--- src/rtl/vga_timing_pkg.sv ---
// Shared types and default 640x480@60 raster constants for the VGA timing generator.
package vga_timing_pkg;

    typedef enum logic [1:0] {
        PH_ACTIVE,
        PH_FRONT,
        PH_SYNC,
        PH_BACK
    } vga_phase_t;

    typedef struct packed {
        int unsigned active;
        int unsigned fp;
        int unsigned sync;
        int unsigned bp;
    } vga_axis_t;

    localparam int unsigned VGA_PIX_DIV_DEFAULT = 2;
    localparam vga_axis_t   VGA_H_640 = '{active: 640, fp: 16, sync: 96, bp: 48};
    localparam vga_axis_t   VGA_V_480 = '{active: 480, fp: 10, sync: 2,  bp: 33};

    function automatic int unsigned axis_total(input vga_axis_t a);
        return a.active + a.fp + a.sync + a.bp;
    endfunction

endpackage

--- src/rtl/vga_axis_counter.sv ---
// One raster axis: wrapping position counter plus ACTIVE/FRONT/SYNC/BACK phase decode.
module vga_axis_counter
    import vga_timing_pkg::*;
#(
    parameter int unsigned CNT_W = 11,
    parameter vga_axis_t   AXIS  = VGA_H_640
) (
    input  logic             clk,
    input  logic             rst_n,
    input  logic             step,
    output logic [CNT_W-1:0] cnt,
    output vga_phase_t       phase
);

    localparam int unsigned      TOTAL      = axis_total(AXIS);
    localparam logic [CNT_W-1:0] LAST       = CNT_W'(TOTAL - 1);
    localparam logic [CNT_W-1:0] FP_START   = CNT_W'(AXIS.active);
    localparam logic [CNT_W-1:0] SYNC_START = CNT_W'(AXIS.active + AXIS.fp);
    localparam logic [CNT_W-1:0] BP_START   = CNT_W'(AXIS.active + AXIS.fp + AXIS.sync);

    logic [CNT_W-1:0] cnt_q, cnt_d;

    always_comb begin
        cnt_d = cnt_q;
        if (step) begin
            cnt_d = (cnt_q == LAST) ? '0 : cnt_q + CNT_W'(1);
        end
    end

    always_ff @(posedge clk or negedge rst_n) begin
        if (!rst_n) begin
            cnt_q <= '0;
        end else begin
            cnt_q <= cnt_d;
        end
    end

    always_comb begin
        if (cnt_q < FP_START) begin
            phase = PH_ACTIVE;
        end else if (cnt_q < SYNC_START) begin
            phase = PH_FRONT;
        end else if (cnt_q < BP_START) begin
            phase = PH_SYNC;
        end else begin
            phase = PH_BACK;
        end
    end

    assign cnt = cnt_q;

endmodule

--- src/rtl/vga_timing_gen.sv ---
// VGA raster timing generator: pixel divider, H/V counters, registered sync/active/position/strobes.
// Optional frame counter enabled by defining VGA_FRAMECNT_EN.
module vga_timing_gen
    import vga_timing_pkg::*;
#(
    parameter int unsigned PIX_DIV  = VGA_PIX_DIV_DEFAULT,
    parameter int unsigned H_ACTIVE = VGA_H_640.active,
    parameter int unsigned H_FP     = VGA_H_640.fp,
    parameter int unsigned H_SYNC   = VGA_H_640.sync,
    parameter int unsigned H_BP     = VGA_H_640.bp,
    parameter int unsigned V_ACTIVE = VGA_V_480.active,
    parameter int unsigned V_FP     = VGA_V_480.fp,
    parameter int unsigned V_SYNC   = VGA_V_480.sync,
    parameter int unsigned V_BP     = VGA_V_480.bp,
    parameter bit          HS_POL   = 1'b0,
    parameter bit          VS_POL   = 1'b0,
    parameter int unsigned CNT_W    = 11
) (
    input  logic             Clk,
    input  logic             Rst_n,
    input  logic             Run,
    output logic             PixEn,
    output logic             Hsync,
    output logic             Vsync,
    output logic             Active,
    output logic [CNT_W-1:0] X,
    output logic [CNT_W-1:0] Y,
    output logic             LineStart,
    output logic             FrameStart,
    output logic [15:0]      FrameCount
);

    localparam vga_axis_t H_AXIS = '{active: H_ACTIVE, fp: H_FP, sync: H_SYNC, bp: H_BP};
    localparam vga_axis_t V_AXIS = '{active: V_ACTIVE, fp: V_FP, sync: V_SYNC, bp: V_BP};
    localparam int unsigned      H_TOTAL  = axis_total(H_AXIS);
    localparam int unsigned      V_TOTAL  = axis_total(V_AXIS);
    localparam logic [CNT_W-1:0] H_LAST   = CNT_W'(H_TOTAL - 1);
    localparam int unsigned      DIV_W    = (PIX_DIV > 1) ? $clog2(PIX_DIV) : 1;
    localparam logic [DIV_W-1:0] DIV_LAST = DIV_W'(PIX_DIV - 1);

    if (PIX_DIV < 1) begin : g_bad_div
        $error("vga_timing_gen: PIX_DIV must be >= 1");
    end
    if (longint'(H_TOTAL) > (longint'(1) << CNT_W)) begin : g_bad_h
        $error("vga_timing_gen: H_TOTAL does not fit in CNT_W bits");
    end
    if (longint'(V_TOTAL) > (longint'(1) << CNT_W)) begin : g_bad_v
        $error("vga_timing_gen: V_TOTAL does not fit in CNT_W bits");
    end

    logic [DIV_W-1:0] div_q, div_d;
    logic             tick, h_wrap;
    logic [CNT_W-1:0] h_cnt, v_cnt;
    vga_phase_t       h_phase, v_phase;

    // tick marks the Clk edge on which the raster steps; PixEn is its registered copy.
    assign tick   = Run && (div_q == DIV_LAST);
    assign h_wrap = tick && (h_cnt == H_LAST);

    always_comb begin
        div_d = div_q;
        if (Run) begin
            div_d = (div_q == DIV_LAST) ? '0 : div_q + DIV_W'(1);
        end
    end

    always_ff @(posedge Clk or negedge Rst_n) begin
        if (!Rst_n) begin
            div_q <= '0;
        end else begin
            div_q <= div_d;
        end
    end

    vga_axis_counter #(.CNT_W(CNT_W), .AXIS(H_AXIS)) u_h_axis (
        .clk   (Clk),
        .rst_n (Rst_n),
        .step  (tick),
        .cnt   (h_cnt),
        .phase (h_phase)
    );

    vga_axis_counter #(.CNT_W(CNT_W), .AXIS(V_AXIS)) u_v_axis (
        .clk   (Clk),
        .rst_n (Rst_n),
        .step  (h_wrap),
        .cnt   (v_cnt),
        .phase (v_phase)
    );

    logic             pix_en_q, pix_en_d;
    logic             hsync_q, hsync_d;
    logic             vsync_q, vsync_d;
    logic             active_q, active_d;
    logic [CNT_W-1:0] x_q, x_d, y_q, y_d;
    logic             line_start_q, line_start_d;
    logic             frame_start_q, frame_start_d;

    always_comb begin
        pix_en_d      = tick;
        hsync_d       = hsync_q;
        vsync_d       = vsync_q;
        active_d      = active_q;
        x_d           = x_q;
        y_d           = y_q;
        line_start_d  = 1'b0;
        frame_start_d = 1'b0;
        if (tick) begin
            hsync_d       = (h_phase == PH_SYNC) ? HS_POL : ~HS_POL;
            vsync_d       = (v_phase == PH_SYNC) ? VS_POL : ~VS_POL;
            active_d      = (h_phase == PH_ACTIVE) && (v_phase == PH_ACTIVE);
            x_d           = h_cnt;
            y_d           = v_cnt;
            line_start_d  = (h_cnt == '0);
            frame_start_d = (h_cnt == '0) && (v_cnt == '0);
        end
    end

    always_ff @(posedge Clk or negedge Rst_n) begin
        if (!Rst_n) begin
            pix_en_q      <= 1'b0;
            hsync_q       <= ~HS_POL;
            vsync_q       <= ~VS_POL;
            active_q      <= 1'b0;
            x_q           <= '0;
            y_q           <= '0;
            line_start_q  <= 1'b0;
            frame_start_q <= 1'b0;
        end else begin
            pix_en_q      <= pix_en_d;
            hsync_q       <= hsync_d;
            vsync_q       <= vsync_d;
            active_q      <= active_d;
            x_q           <= x_d;
            y_q           <= y_d;
            line_start_q  <= line_start_d;
            frame_start_q <= frame_start_d;
        end
    end

`ifdef VGA_FRAMECNT_EN
    logic [15:0] frame_cnt_q, frame_cnt_d;

    assign frame_cnt_d = frame_start_d ? frame_cnt_q + 16'd1 : frame_cnt_q;

    always_ff @(posedge Clk or negedge Rst_n) begin
        if (!Rst_n) begin
            frame_cnt_q <= '0;
        end else begin
            frame_cnt_q <= frame_cnt_d;
        end
    end

    assign FrameCount = frame_cnt_q;
`else
    assign FrameCount = '0;
`endif

    assign PixEn      = pix_en_q;
    assign Hsync      = hsync_q;
    assign Vsync      = vsync_q;
    assign Active     = active_q;
    assign X          = x_q;
    assign Y          = y_q;
    assign LineStart  = line_start_q;
    assign FrameStart = frame_start_q;

endmodule
--- config.mk ---
export PLATFORM = sky130hd
export DESIGN_NAME = vga_timing_gen
export DESIGN_NICKNAME = d
export VERILOG_FILES = /design/src/rtl/vga_timing_pkg.sv /design/src/rtl/vga_axis_counter.sv /design/src/rtl/vga_timing_gen.sv
export SDC_FILE = /design/constraint.sdc
export NUM_CORES = 1
export LEC_CHECK = 0
export BUFFER_PORTS_ARGS = -buffer_cell sky130_fd_sc_hd__buf_2
export CAP_MARGIN = 20
export CORE_MARGIN = 2
export CORE_UTILIZATION = 61
export CTS_BUF_LIST = sky130_fd_sc_hd__clkbuf_4 sky130_fd_sc_hd__clkbuf_8
export DETAILED_ROUTE_END_ITERATION = 6
export PLACE_DENSITY = 0.88
export SYNTH_ARGS = -nofsm -noshare
export SYNTH_HDL_FRONTEND = slang
export SYNTH_HIERARCHICAL = 1
export SYNTH_SLANG_ARGS = --single-unit
--- constraint.sdc ---
create_clock -name Clk -period 3.7 [get_ports Clk]
set_clock_uncertainty 0.1 [all_clocks]
set_input_delay 0.37 -clock Clk [delete_from_list [all_inputs] [get_ports Clk]]
set_output_delay 0.37 -clock Clk [all_outputs]
set_load 0.01 [all_outputs]
**Yosys cells after proc, flatten, opt, wreduce, memory -nomap -nowiden**

Cells that the tools add are included.

- Flip-flop bits (word level): 51
- Input port bits: 3
- Word-level logic and storage cells: 45

- Add/subtract/negate cells: 3
- Order comparisons: 6
- Equality and inequality tests: 4
- Multiplexer cells: 13
- Reductions and logical operators: 8

Operator list:

| operator | number |
|---|---|
| $lt 11x10->1 const B | 3 |
| $lt 11x9->1 const B | 3 |
| $add 11x1->11 const B | 2 |
| $eq 11x10->1 const B | 2 |
| $logic_not 11->1 | 2 |
| $mux 11 | 2 |
| $mux 2 | 4 |
| $mux 1 | 7 |
| $eq 2x2->1 const B | 2 |
| $logic_and 1x1->1 | 4 |
| $logic_not 2->1 | 2 |
| $add 1x1->1 const B | 1 |

**Depth between registers and ports, before layout**

Gate-level depths: netlist of the first run.

- Depth in word-level cells: 6
- Gate-level depth with buffers: 8
- Gate-level depth less buffers: 7

**Modules after synthesis**

The synthesis of the first run kept the hierarchy.

By module, submodules not included:

| module | instances | cells each | area an instance (um2) | seq. area each (um2) |
|---|---|---|---|---|
| vga_timing_gen | 1 | 94 | 1251.2 | 728.2 |
| vga_axis_counter (u_v_axis) | 1 | 64 | 638.1 | 275.3 |
| vga_axis_counter (u_h_axis) | 1 | 61 | 583.1 | 275.3 |

**Least setup slack after synthesis of the first run**

Ideal clock, no wire load.

- Path kind: reg-to-reg
- From: register u_h_axis.cnt_q[5], in the netlist u_h_axis/cnt[5]
- To: register u_v_axis.cnt_q[9], in the netlist u_v_axis/cnt[9]
- Library setup time: 82 ps
- Arrival: 1917 ps
- Required time: 3518 ps
- Slack: 1601 ps
- Stages on the path, launching flop included: 8
- Period minus slack after synthesis: 2099 ps
- Path through: dfrtp_1 > nor4_2 > nand3_1 > nor3_1 > buf_4 > nand3_1 > or4_4 > a22oi_2

- Cells in the longest elaborated chain, start to end: 2

RTL lines:

| item | RTL line | text |
|---|---|---|
| from (decl) | vga_axis_counter.sv:21 | `logic [CNT_W-1:0] cnt_q, cnt_d;` |
| from (signal assigned) | vga_axis_counter.sv:34 | `cnt_q <= cnt_d;` |
| $eq 11x10->1 | vga_timing_gen.sv:58 | `assign h_wrap = tick && (h_cnt == H_LAST);` |
| $logic_and 1x1->1 | vga_timing_gen.sv:58 |  |
| via h_wrap | vga_timing_gen.sv:52 | `logic tick, h_wrap;` |
| to (signal assigned) | vga_axis_counter.sv:34 |  |
| to (decl) | vga_axis_counter.sv:21 |  |

The timed path passes the listed nets, and every way through them passes these cells.
A chain may end at the register's enable or synchronous reset.

**Worst setup path in the final report of the first run**

- From: register div_q
- To: register u_v_axis.cnt_q[9], in the netlist u_v_axis/cnt[9]

- Cells in the longest elaborated chain, start to end: 2

RTL lines:

| item | RTL line | text |
|---|---|---|
| from (decl) | vga_timing_gen.sv:51 | `logic [DIV_W-1:0] div_q, div_d;` |
| from (signal assigned) | vga_timing_gen.sv:71 | `div_q <= div_d;` |
| $logic_and 1x1->1 | vga_timing_gen.sv:57 | `assign tick = Run && (div_q == DIV_LAST);` |
| via pix_en_d | vga_timing_gen.sv:91 | `logic pix_en_q, pix_en_d;` |
| $logic_and 1x1->1 | vga_timing_gen.sv:58 |  |
| via h_wrap | vga_timing_gen.sv:52 |  |

The timed path passes the listed nets, and every way through them passes these cells.

==> results.txt, run 1 <==
Vias - 1718
Layout Nets - 258
# diodes - 0
Routed len/inst - 15.1 um
CTS tree - built
Synthesized area - 0.00247 mm^2
Pwr Density - 474 mW/mm^2
Outcome - finished clean
Die Y-Extent - 67.7 um
Critical Path AT - 2.69 ns
Critical path class - reg2reg
DIE WIDTH - 67.7 um
Initial antenna violation count - 0
Vias in the first global route - 1622
Initial DRC count - 140
Fmax - 391 MHz
Maximum vdd ir drop - 0.000328 V
Post-CTS Setup Bufs - 0
Die ar. - 0.00458 mm^2
Core box area - 0.00394 mm^2
Reg clk slew, reported paths - 0.08 ns
First-pass GRT wire length - 7250 um
Sum Neg Setup Slack - 0 ns
Final worst path period need - 2.56 ns
Slew @ Worst Pin - 0.598 ns
Async set-or-reset flop fraction in the synthesized netlist - 1.00
Clock Latency Late Sink - 0.30 ns
Top FF cell, synth - dfrtp_1
Max-cap violations - 0
Detail Route Antenna Nets - 0
Area grow syn2layout - 9.67%
Top-count cell post-synth - dfrtp_1
Tot GR Track Use - 0.214
Root buf cell - clkbuf_8
Gr ovfl total - 0
WP data required - 3.83 ns
Post-synth EDFFs - 0
Slack of the critical path - 1.14 ns
Synth top area share - 0.496
GPL Wtd Cong - 0.830
Layout cells sized above 1 - 0.298
Post-cts gate resize count - 0
Vias per cell - 5.69
Cells after Synth - 219
Leakage power - 0.00129 uW
Top post-synthesis cells by count - 49 x dfrtp_1, 23 x mux2_2, 18 x buf_4, 12 x nand2_1
Final period util - 0.691
Setup crit start kind - flop
Initial Utilization - 0.627
Worst setup EP type - flop
Synthesis Warnings - 6
Critical Path Fanout Max - 25
Detailed Place HPWL - 3160 um
I/O Pins - 47
Final routed DRC violation total - 0
Synth area leaders - dfrtp_1 50%, mux2_2 10%, buf_4 5.5%
Routed WL - 4550 um
Row count - 23
Post-synth top area cell - dfrtp_1
Seq/Total Area, Yosys - 0.517
Pre-Repair DR Iteration Count - 4
CTS sink cnt - 51
Largest net degree at the start of global routing - 52
Worst slack at placement - 1.06 ns
Netlist cell types - 44
Hold WC Path Type - in2reg
Worst slew margin - 0.600
Syn Area/Cell - 11.3 um^2
Port Buffers - 30
Num CTS Buffers - 5
Clock buffer depth - 2
Final Hold Fails - 0
Final setup violating endpoints - 0
Final Slew Violations - 0
Post-synthesis register bit count - 51
Unrepaired setup endpoints after global routing - no
H-tree Lvls - 2
## stage by stage
stage | total power (uW) | instance area (um^2) | std cells | utilization | hold WS, ns
4_1_cts | 1290 | 2680 | 300 | 0.680 | 0.165
3_5_place_dp | 979 | 2590 | 293 | 0.658 | 0.377
2_1_floorplan | 903 | 2530 | 234 | - | -0.0256
6_report | 1290 | 2710 | 302 | 0.688 | 0.174
3_3_place_gp | 967 | 2590 | 293 | 0.658 | 0.364
5_1_grt | 1360 | 2710 | 302 | 0.688 | 0.169
## registers in the layout (all words and copies together) (netlist names)
signal,count
div_q,1
PixEn,1
X,11
LineStart,1
Hsync,1
Active,1
u_v_axis/cnt,11
u_h_axis/cnt,11
Y,11
FrameStart,1
Vsync,1
## report_power, final
group / internal, uW / total (uW) / switching (uW)
sequential: 628 / 712 / 84.1
combinational: 118 / 260 / 142
clock: 147 / 314 / 167
## final cells by class
cell class / instances / area [um^2]
clock buffers: 6 / 82.6
clock inverters: 1 / 5.00
fillers: 283 / 1230
inverters: 11 / 41.3
multi-input cells: 150 / 1050
flip-flops and latches: 51 / 1280
well taps: 50 / 62.6
repair buffers: 33 / 188
## cell families (layout without fill, tap and decap cells)
kind of cell / Yosys count / in the layout / synth area share
mux: 24 / 24 / 0.109
simple gates: 70 / 70 / 0.170
compound gates: 23 / 23 / 0.0582
fa+ha+maj: 3 / 3 / 0.0152
buf+inv: 33 / 51 / 0.0795
xor+xnor: 14 / 14 / 0.0496
other cells: 1 / 16 / 0.00152
flops: 51 / 51 / 0.517
## cells in the final DEF, fill, tap and decap left out, types with 3 or more instances in the layout
master,instances
inv_1,10
xnor2_1,8
mux2_2,23
conb_1,16
nand4_1,6
nor4_1,4
nor3_1,5
dfrtp_1,49
a31oi_1,3
nand2b_1,4
and4_1,4
nor2_1,10
a21oi_1,4
o21ai_0,7
xor2_1,6
buf_2,30
nand2_1,12
clkbuf_8,6
nand3_1,9
ha_1,3
## worst max-delay path: stages, from the launching register on
cell and delay (ns):
dfrtp_1 0.38, nand2_2 0.36, inv_2 0.36, nand3_1 0.11
nor3_1 0.15, buf_4 0.20, nand3_1 0.16, or4_4 0.52
a22oi_2 0.14
## metal layers
| metal | wire length (um) | global-route usage | share of wire |
|---|---|---|---|
| met5 | 0 | 0 | 0 |
| met4 | 55 | 0.0944 | 0.012 |
| met3 | 270 | 0.0567 | 0.059 |
| met2 | 2160 | 0.343 | 0.47 |
| met1 | 2070 | 0.271 | 0.45 |
## what timing repair did
item	4_1_cts	5_1_grt
hold buffers	0	1
hold endpoints to repair	0	10
endpoints found under the setup margin	0	0
## worst paths after layout
kind                       startpoint              end  slack (ns)  depth (start not counted)
setup reg to reg                div_q  u_v_axis/cnt[9]        1.14                          8
hold reg to reg                 div_q            div_q        0.39                          1
hold / removal                    Run            div_q        0.17                          2
setup / recovery                div_q  u_v_axis/cnt[9]        1.14                          8
min in group asynchronous       Rst_n  u_h_axis/cnt[6]        0.37                          2
max in group asynchronous       Rst_n            Vsync        2.57                          3
Note: power is estimated with default switching activity, not from simulation.
==> run 2, diff against run 1 <==
CORE_UTILIZATION = 57   (was 61)
PLACE_DENSITY = 0.83   (was 0.88)
clock period = 2.65 ns   (was 3.7 ns; I/O delays follow)
==> run 2 against run 1 <==
Via count fell by 1.0%. Clock power increased by 75%. Die area is 6.6% higher. Clock-buffer cell count is the same. Critical path depth fell by 2. Register-to-register slack got worse by 0.68 ns. Highest routed layer unchanged.
==> results.txt, run 2 (synthesis gave the netlist of run 1 again) <==
Outcome - finished clean
Area grow syn2layout - 10.7%
Clock Latency Late Sink - 0.30 ns
Final worst path period need - 2.18 ns
Post-route cell area - 0.00274 mm^2
Worst setup EP type - flop
Maximum vdd ir drop - 0.000474 V
Final setup violating endpoints - 0
Vias in the first global route - 1598
Die ar. - 0.00488 mm^2
Initial DRC count - 86
GPL Wtd Cong - 0.868
Port Buffers - 30
Slack of the critical path - 0.465 ns
Pre-Repair DR Iteration Count - 4
Post-CTS Setup Bufs - 0
Setup crit start kind - flop
Hold WC Path Type - in2reg
Dpl cells - 295
Final Slew Violations - 0
I/O Pins - 47
Most frequent cells in the layout - 49 x dfrtp_1, 30 x buf_2, 23 x mux2_2, 16 x conb_1, 12 x nand2_1
Num CTS Buffers - 5
Slew @ Worst Pin - 0.615 ns
Final period util - 0.824
Routed WL - 4220 um
Detailed Place HPWL - 2880 um
Final Hold Fails - 0
Clock buffer depth - 2
# diodes - 0
Row count - 23
H-tree Lvls - 2
Tot GR Track Use - 0.190
Vias - 1700
Critical Path AT - 2.31 ns
Core box area - 0.00409 mm^2
Post-Layout Cell Count - 304
Unrepaired setup endpoints after global routing - no
CTS tree - built
Final routed DRC violation total - 0
Detail Route Antenna Nets - 0
Critical Path Fanout Max - 8
# fillers - 304
Leakage power - 0.00130 uW
Initial Utilization - 0.605
Largest net degree at the start of global routing - 52
Gr ovfl total - 0
Max-cap violations - 0
Vias per cell - 5.59
First-pass GRT wire length - 7400 um
CTS sink cnt - 51
Worst slack at placement - 0.530 ns
Fmax - 458 MHz
DIE WIDTH - 69.9 um
Initial antenna violation count - 0
Layout cells sized above 1 - 0.303
Commonest non-fill, non-tap cell in the layout - dfrtp_1
Reg clk slew, reported paths - 0.09 ns
Post-DP Area - 0.00261 mm^2
Layout Nets - 259
Pwr Density - 694 mW/mm^2
Die Y-Extent - 69.9 um
Critical path class - reg2reg
Root buf cell - clkbuf_8
Worst slew margin - 0.590
Sum Neg Setup Slack - 0 ns
WP data required - 2.78 ns
Routed len/inst - 13.9 um
-- run 2: changes by cell type in the layout (fill, tap and decap cells not counted) --
cell	delta
buf_12	-1
bufinv_16	+1
buf_4	+2
-- run 2: report_power, final --
| group | switching (uW) | total, uW | internal (uW) |
|---|---|---|---|
| Clock | 243 | 548 | 305 |
| Sequential | 117 | 993 | 876 |
| Combinational | 194 | 360 | 166 |
| Total | 554 | 1900 | 1350 |
-- run 2: worst paths after layout --
kind,start,to,slack (ns),cells after the start
worst max register to register,u_h_axis/cnt[5],u_v_axis/cnt[9],0.47,6
worst max-delay path,u_h_axis/cnt[5],u_v_axis/cnt[9],0.47,6
worst min-delay path,Run,div_q,0.06,2
worst min register to register,div_q,div_q,0.39,1
min in group asynchronous,Rst_n,X[3],0.49,3
max in group asynchronous,Rst_n,Y[8],1.55,3
-- run 2: per-stage QoR --
step / hold WS, ns / util / power [uW]
global route: 0.0576 / 0.670 / 2010
global placement: 0.303 / 0.638 / 1350
finish: 0.0618 / 0.670 / 1900
detailed placement: 0.311 / 0.638 / 1370
floorplan: -0.131 / - / 1260
CTS: 0.0543 / 0.670 / 1920
-- run 2: final cells by class --
cell class,instances,area [um^2],area share
Sequential cell,51,1280,0.467
Multi-Input combinational cell,150,1050,0.385
Clock buffer,6,82.6,0.0302
Tap cell,50,62.6,0.0229
Inverter,11,41.3,0.0151
Clock inverter,2,35.0,0.0128
Timing Repair Buffer,34,183,0.0668
-- run 2: critical path, stage by stage (launching register included) --
cell	delay [ns]
dfrtp_1	0.46
nor4_2	0.33
nand3_1	0.11
nor3_1	0.22
nand3_1	0.21
or4_4	0.52
a22oi_2	0.15
-- run 2: metal layers --
metal,wire (um),up-vias,track usage
met5,0,-,0
met4,79,0,0.0833
met3,269,6,0.0491
met2,1980,65,0.301
met1,1890,822,0.248
li1,-,807,-
-- run 2: repair_timing --
item	4_1_cts	5_1_grt
hold buffers	1	0
hold endpoints to repair	49	0
resized for setup	0	0
